### config.mk
export PLATFORM = sky130hd
export DESIGN_NAME = add_tree_pipe
export DESIGN_NICKNAME = d
export VERILOG_FILES = /design/src/rtl/add_tree_pkg.sv /design/src/rtl/add_tree_pipe_level.sv /design/src/rtl/add_tree_pipe.sv
export SDC_FILE = /design/constraint.sdc
export NUM_CORES = 1
export LEC_CHECK = 0
export ABC_CLOCK_PERIOD_IN_PS = 4450
export BUFFER_PORTS_ARGS = -buffer_cell sky130_fd_sc_hd__buf_4
export CAP_MARGIN = 20
export CORE_MARGIN = 10
export CORE_UTILIZATION = 64
export CTS_CLUSTER_SIZE = 16
export DETAILED_ROUTE_END_ITERATION = 12
export GPL_TIMING_DRIVEN = 0
export PLACE_DENSITY_LB_ADDON = 0.25
export SLEW_MARGIN = 0
export SYNTH_ARGS = -nofsm -noshare
export SYNTH_HDL_FRONTEND = slang
export SYNTH_SLANG_ARGS = --single-unit
### constraint.sdc
create_clock -name clk -period 4.45 [get_ports clk]
set_input_delay 0.445 -clock clk [delete_from_list [all_inputs] [get_ports clk]]
set_output_delay 0.445 -clock clk [all_outputs]
set_load 0.03 [all_outputs]
### src/rtl/add_tree_pkg.sv
// add_tree_pkg: shared sizing, term-count, extension and saturation-bound helpers for the add tree.
package add_tree_pkg;

   function automatic int clog2(input int n);
      int r = 0;
      while ((1 << r) < n) r++;
      return r;
   endfunction

   function automatic int terms(input int n, input int l);
      return (n + (1 << l) - 1) >> l;
   endfunction

   function automatic int full_w(input int bi, input int n);
      return bi + clog2(n);
   endfunction

   function automatic logic ext_bit(input logic msb, input int sg);
      return msb & (sg != 0);
   endfunction

   function automatic logic [63:0] sat_max(input int w, input int sg);
      return (sg != 0) ? (64'd1 << (w - 1)) - 64'd1 : (64'd1 << w) - 64'd1;
   endfunction

   function automatic logic [63:0] sat_min(input int w, input int sg);
      return (sg != 0) ? ~64'd0 << (w - 1) : 64'd0;
   endfunction

endpackage

### src/rtl/add_tree_pipe_level.sv
// add_tree_level: one registered reduction level; an odd last term passes through unchanged.
// A level whose output width is narrower than its sum wraps, or clamps under ADD_TREE_SATURATE_EN.
module add_tree_level
   import add_tree_pkg::*;
#(
   parameter int TI = 2,
   parameter int W = 8,
   parameter int SIGNED = 1,
   parameter int OW = 8,
   localparam int TO = (TI + 1) / 2
) (
   input  logic             clk,
   input  logic             rst_n,
   input  logic             en,
   input  logic             in_valid,
   input  logic [TI*W-1:0]  in,
   output logic             out_valid,
   output logic [TO*OW-1:0] out,
   output logic             sat
);
   localparam logic [63:0] MX = sat_max(OW, SIGNED);
   localparam logic [63:0] MN = sat_min(OW, SIGNED);
   logic [TO*OW-1:0] nxt, data_d, data_q;
   logic [TO-1:0] ovf;
   logic valid_d, valid_q, sat_d, sat_q;
   for (genvar k = 0; k < TO; k++) begin : g_t
      logic [W-1:0] s;
      if (2 * k + 1 < TI) begin : g_add
         assign s = in[2*k*W +: W] + in[(2*k+1)*W +: W];
      end else begin : g_pass
         assign s = in[2*k*W +: W];
      end
      if (OW == W) begin : g_eq
         assign nxt[k*OW +: OW] = s;
         assign ovf[k] = 1'b0;
      end else if (OW > W) begin : g_ext
         assign nxt[k*OW +: OW] = {{(OW - W){ext_bit(s[W-1], SIGNED)}}, s};
         assign ovf[k] = 1'b0;
      end else begin : g_cut
`ifdef ADD_TREE_SATURATE_EN
         // overflow when the dropped high bits are not a pure extension of the kept result
         assign ovf[k] = (SIGNED != 0) ? (s[W-1:OW-1] != {(W - OW + 1){s[W-1]}}) : |s[W-1:OW];
         assign nxt[k*OW +: OW] = !ovf[k] ? s[OW-1:0] : ((SIGNED != 0) && s[W-1]) ? MN[OW-1:0] : MX[OW-1:0];
`else
         assign ovf[k] = 1'b0;
         assign nxt[k*OW +: OW] = s[OW-1:0];
`endif
      end
   end
   always_comb begin
      valid_d = en ? in_valid : valid_q;
      data_d = (en && in_valid) ? nxt : data_q;
      sat_d = (en && in_valid) ? |ovf : sat_q;
   end
   always_ff @(posedge clk or negedge rst_n) begin
      if (!rst_n) begin
         valid_q <= 1'b0;
         data_q <= '0;
         sat_q <= 1'b0;
      end else begin
         valid_q <= valid_d;
         data_q <= data_d;
         sat_q <= sat_d;
      end
   end
   assign out_valid = valid_q;
   assign out = data_q;
   assign sat = sat_q;
endmodule

### src/rtl/add_tree_pipe.sv
// add_tree_pipe: pipelined valid/ready sum of NUMBER_INPUT operands via a registered binary tree.
// Optional ADD_TREE_SATURATE_EN clamps a narrow output and adds the sat port.
module add_tree_pipe
   import add_tree_pkg::*;
#(
   parameter int NUMBER_INPUT = 8,
   parameter int BIT_INPUT = 21,
   parameter int BIT_OUTPUT = 28,
   parameter int SIGNED = 1
) (
   input  logic                              clk,
   input  logic                              rst_n,
   input  logic [NUMBER_INPUT*BIT_INPUT-1:0] in,
   input  logic                              in_valid,
   output logic                              in_ready,
   output logic [BIT_OUTPUT-1:0]             out,
   output logic                              out_valid,
   input  logic                              out_ready
`ifdef ADD_TREE_SATURATE_EN
   ,
   output logic                              sat
`endif
);
   localparam int N = NUMBER_INPUT;
   localparam int LEVELS = clog2(N);
   localparam int FULL_W = full_w(BIT_INPUT, N);
   logic stall;
   logic [N*FULL_W-1:0] op_ext, data0_d, data0_q;
   logic valid0_d, valid0_q;
   assign stall = out_valid && !out_ready;
   assign in_ready = !stall;
   for (genvar k = 0; k < N; k++) begin : g_op
      assign op_ext[k*FULL_W +: FULL_W] = {{LEVELS{ext_bit(in[(k+1)*BIT_INPUT-1], SIGNED)}}, in[k*BIT_INPUT +: BIT_INPUT]};
   end
   always_comb begin
      valid0_d = stall ? valid0_q : in_valid;
      data0_d = (!stall && in_valid) ? op_ext : data0_q;
   end
   always_ff @(posedge clk or negedge rst_n) begin
      if (!rst_n) begin
         valid0_q <= 1'b0;
         data0_q <= '0;
      end else begin
         valid0_q <= valid0_d;
         data0_q <= data0_d;
      end
   end
   // only the last level resizes to BIT_OUTPUT; inner levels keep the exact FULL_W width
   for (genvar l = 1; l <= LEVELS; l++) begin : g_l
      localparam int OW = (l == LEVELS) ? BIT_OUTPUT : FULL_W;
      logic [terms(N, l)*OW-1:0] d;
      logic [terms(N, l - 1)*FULL_W-1:0] di;
      logic v, vi, st;
      if (l == 1) begin : g_src
         assign di = data0_q;
         assign vi = valid0_q;
      end else begin : g_src
         assign di = g_l[l-1].d;
         assign vi = g_l[l-1].v;
      end
      add_tree_level #(
         .TI(terms(N, l - 1)),
         .W(FULL_W),
         .SIGNED(SIGNED),
         .OW(OW)
      ) u_lvl (
         .clk(clk),
         .rst_n(rst_n),
         .en(!stall),
         .in_valid(vi),
         .in(di),
         .out_valid(v),
         .out(d),
         .sat(st)
      );
   end
   assign out = g_l[LEVELS].d;
   assign out_valid = g_l[LEVELS].v;
`ifdef ADD_TREE_SATURATE_EN
   assign sat = g_l[LEVELS].st;
`endif
endmodule

==> impl_metrics.py <==
metrics = {
    "status": {
        "outcome": "completed",
    },
    "floorplanning": {
        "die_h_um": 192,
        "rows": 63,
        "ioPinCount": 202,
        "start_util": 0.644,
        "die_w_um": 192,
        "core_area_mm2": 0.0295,
        "dieArea_mm2": 0.0370,
    },
    "timing": {
        "worstMarginPinSlew_ns": 1.08,
        "timing.hold.ws_ns": 0.145,
        "skew_ns": 0.0171,
        "hold_viol_final": 0,
        "finalSetupViolations": 0,
        "fin_crit_sh": 0.780,
        "period_minus_slack_ns": 3.47,
        "slew_viol_final": 0,
        "max_freq_mhz": 288,
        "max-slew-margin-rel": 0.273,
        "rsz0062_at_grt": "no",
    },
    "place": {
        "hpwl_mm": 35.5,
        "port_buffers": 201,
        "gp_congestion": 0.916,
    },
    "detailed_routing": {
        "viasPerCell": 5.92,
        "ant_nets": 0,
        "drc_errors": 0,
        "firstDrtPassIters": 5,
        "routedWlPerCell_um": 18.6,
        "drt_wl_total_mm": 46.3,
        "via_count": 14700,
        "first_iter_violations": 870,
    },
    "yosys": {
        "synth_cells": 1823,
        "synth-compound-area-share": 0.164,
        "synth_fa_ha_area_frac": 0.108,
        "synth_ff_type": "dfrtp_1",
        "netlist_top_cells_area": "dfrtp_1 (45%), mux2_2 (10%), ha_1 (10%)",
        "syn-num-nets": 2155,
        "synth_mux_area_frac": 0.102,
        "avgSynthCellArea_um2": 10.4,
        "yosys.area.top_type": "dfrtp_1",
        "synth_seq_cells": 340,
        "synth_top_family_by_area": "compound AO/OA/AOI/OAI gates",
        "synthSimpleGateAreaFrac": 0.0938,
        "yosysWarnings": 0,
        "ys_async_sr_fraction": 1.00,
        "synth_top_cell_area_share": 0.448,
        "ys_seq_area_frac": 0.448,
        "synthesis.area_mm2": 0.0190,
        "synth_cell_types": 67,
        "synth-xor-area-share": 0.0623,
        "synth_edf_count": 0,
    },
    "setup_path": {
        "cpMostUsedCell": "a21oi_1",
        "cp_slowest_cell": "o41ai_1",
        "crit_buf_inv": 0,
        "crit_chain": "ha_1 > a21o_1 > a21oi_1 > o21ai_0 > a21oi_1 > a2111oi_0 > o21bai_1 > a21boi_0 > o41ai_1 > o21a_1",
        "end_kind": "flip-flop",
        "critPathTopFamily": "compound AO/OA/AOI/OAI gates",
        "crit_type": "reg2reg",
        "critPathLaunchType": "flip-flop",
        "cp_max_fo": 3,
        "critical_path.max_stage_delay_ns": 0.89,
        "critPathRequiredTime_ns": 4.90,
        "arrival_ns": 3.92,
    },
    "cells_and_area": {
        "num_antenna_cells": 0,
        "drive_gt1_frac": 0.218,
        "nNetsFinal": 2400,
        "utilization": 0.757,
        "area_growth_pct": 17.6,
    },
    "clock_tree": {
        "clk_path_buf_depth": 3,
        "cts_root_buf": "clkbuf_16",
        "cts.sinks": 340,
        "cts_tree": "built",
        "post_cts_resized": 0,
        "post_cts.repair.setup_buffers": 0,
        "postCtsHoldBufs": 1,
        "cts_max_level": 2,
        "path_clk_slew_ns": 0.06,
        "worstSkewPairLatency_ns": 0.53,
        "cts_made_buffers": 38,
    },
    "pwr": {
        "power_density_mw_per_mm2": 819,
        "vdd_drop_max_uv": 429,
        "cellLeakagePower_uw": 0.0106,
    },
    "global_routing": {
        "antenna_found_initial": 0,
        "grt_remaining_overflow": 0,
        "grt_max_degree": 118,
        "grt_pass1_wl_mm": 76.0,
        "grtUsageTotal": 0.251,
        "grt_pass1_vias": 15300,
    },
    "run": {
        "maxCapViolCount": 0,
    },
    "min_path": {
        "hold_class": "in2reg",
    },
}
cells in the mapped netlist (all sizes together), types with 14 or more instances:
master / instances
a21o: 72
a21oi: 115
a31oi: 15
clkbuf: 55
dfrtp: 340
ha: 153
inv: 37
mux2: 171
nand2: 250
nand3: 21
nor2: 57
nor3: 14
o21ai: 187
o21bai: 25
o31ai: 14
xnor2: 70
xor2: 65
state kept, by name (all words and copies together) (netlist names):
register             cells
data0_q                168
g_l.u_lvl.out          168
g_l.u_lvl.out_valid      3
g_l.vi                   1
where the power goes:
group | leakage (uW) | total (uW) | switching (uW) | internal [uW]
sequential | 0.00407 | 5260 | 919 | 4340
combinational | 0.00594 | 9930 | 5680 | 4240
clock | 0.000606 | 3090 | 1240 | 1850
worst paths after layout:
| kind | slack [ns] | startpoint | cells past startpoint | endpoint |
|---|---|---|---|---|
| worst min register to register | 0.48 | g_l[1].u_lvl.out[27]$_DFFE_PN0P_ | 2 | g_l[1].u_lvl.out[27]$_DFFE_PN0P_ |
| worst max-delay path | 0.98 | data0_q[97]$_DFFE_PN0P_ | 10 | g_l[1].u_lvl.out[69]$_DFFE_PN0P_ |
| worst min-delay path | 0.14 | in[112] | 2 | data0_q[127]$_DFFE_PN0P_ |
| worst max register to register | 0.98 | data0_q[97]$_DFFE_PN0P_ | 10 | g_l[1].u_lvl.out[69]$_DFFE_PN0P_ |
| max in group asynchronous | 3.07 | rst_n | 3 | data0_q[135]$_DFFE_PN0P_ |
| min in group asynchronous | 0.46 | rst_n | 2 | data0_q[1]$_DFFE_PN0P_ |
cells by family after synthesis:
logic type / after synthesis
DFF: 340
xor gates and xnor gates: 135
AOI/OAI and AO/OA: 500
buffers and inverters: 105
and+or+nand+nor: 410
muxes: 173
adders and majority gates: 160
final cells by class:
type,count,area [um^2]
Tap cell,390,488
Sequential cell,340,8510
Multi-Input combinational cell,1378,10100
Clock inverter,13,135
Clock buffer,54,1100
Buffer,68,270
Fill cell,2083,7160
Inverter,37,139
Timing Repair Buffer,205,1610
layout by cell type, fill, tap and decap left out, types with 10 or more instances in the layout:
cell type	n
xnor2_1	70
clkbuf_1	63
and3_1	13
clkbuf_16	39
o31ai_1	14
a21o_1	72
mux2_2	171
nand3_1	21
xor2_1	65
ha_1	153
o21a_1	10
buf_4	204
o21ai_0	185
a31oi_1	15
nor2_1	57
nor3_1	14
a21oi_1	114
dfrtp_1	340
inv_1	37
o21bai_1	25
nand2_1	250
routing by layer:
layer  global-route usage  routed length (um)
met3               0.0474                3060
met1                0.330               19900
met2                0.419               22400
met5                    0                   0
met4               0.0647                 984
metrics by stage:
stage | setup slack [ns] | instance area (um^2) | TNS [ns] | power, uW | instances
CTS | 1.06 | 22300 | 0 | 18200 | 2485
floorplan | 1.45 | 19000 | 0 | 12300 | 1823
finish | 0.980 | 22300 | 0 | 18300 | 2485
global route | 0.759 | 22300 | 0 | 19700 | 2485
global placement | -0.0351 | 21000 | -3.33 | 14500 | 2414
detailed placement | 1.11 | 21100 | 0 | 15000 | 2417
Note: power is estimated with default switching activity, not from simulation.
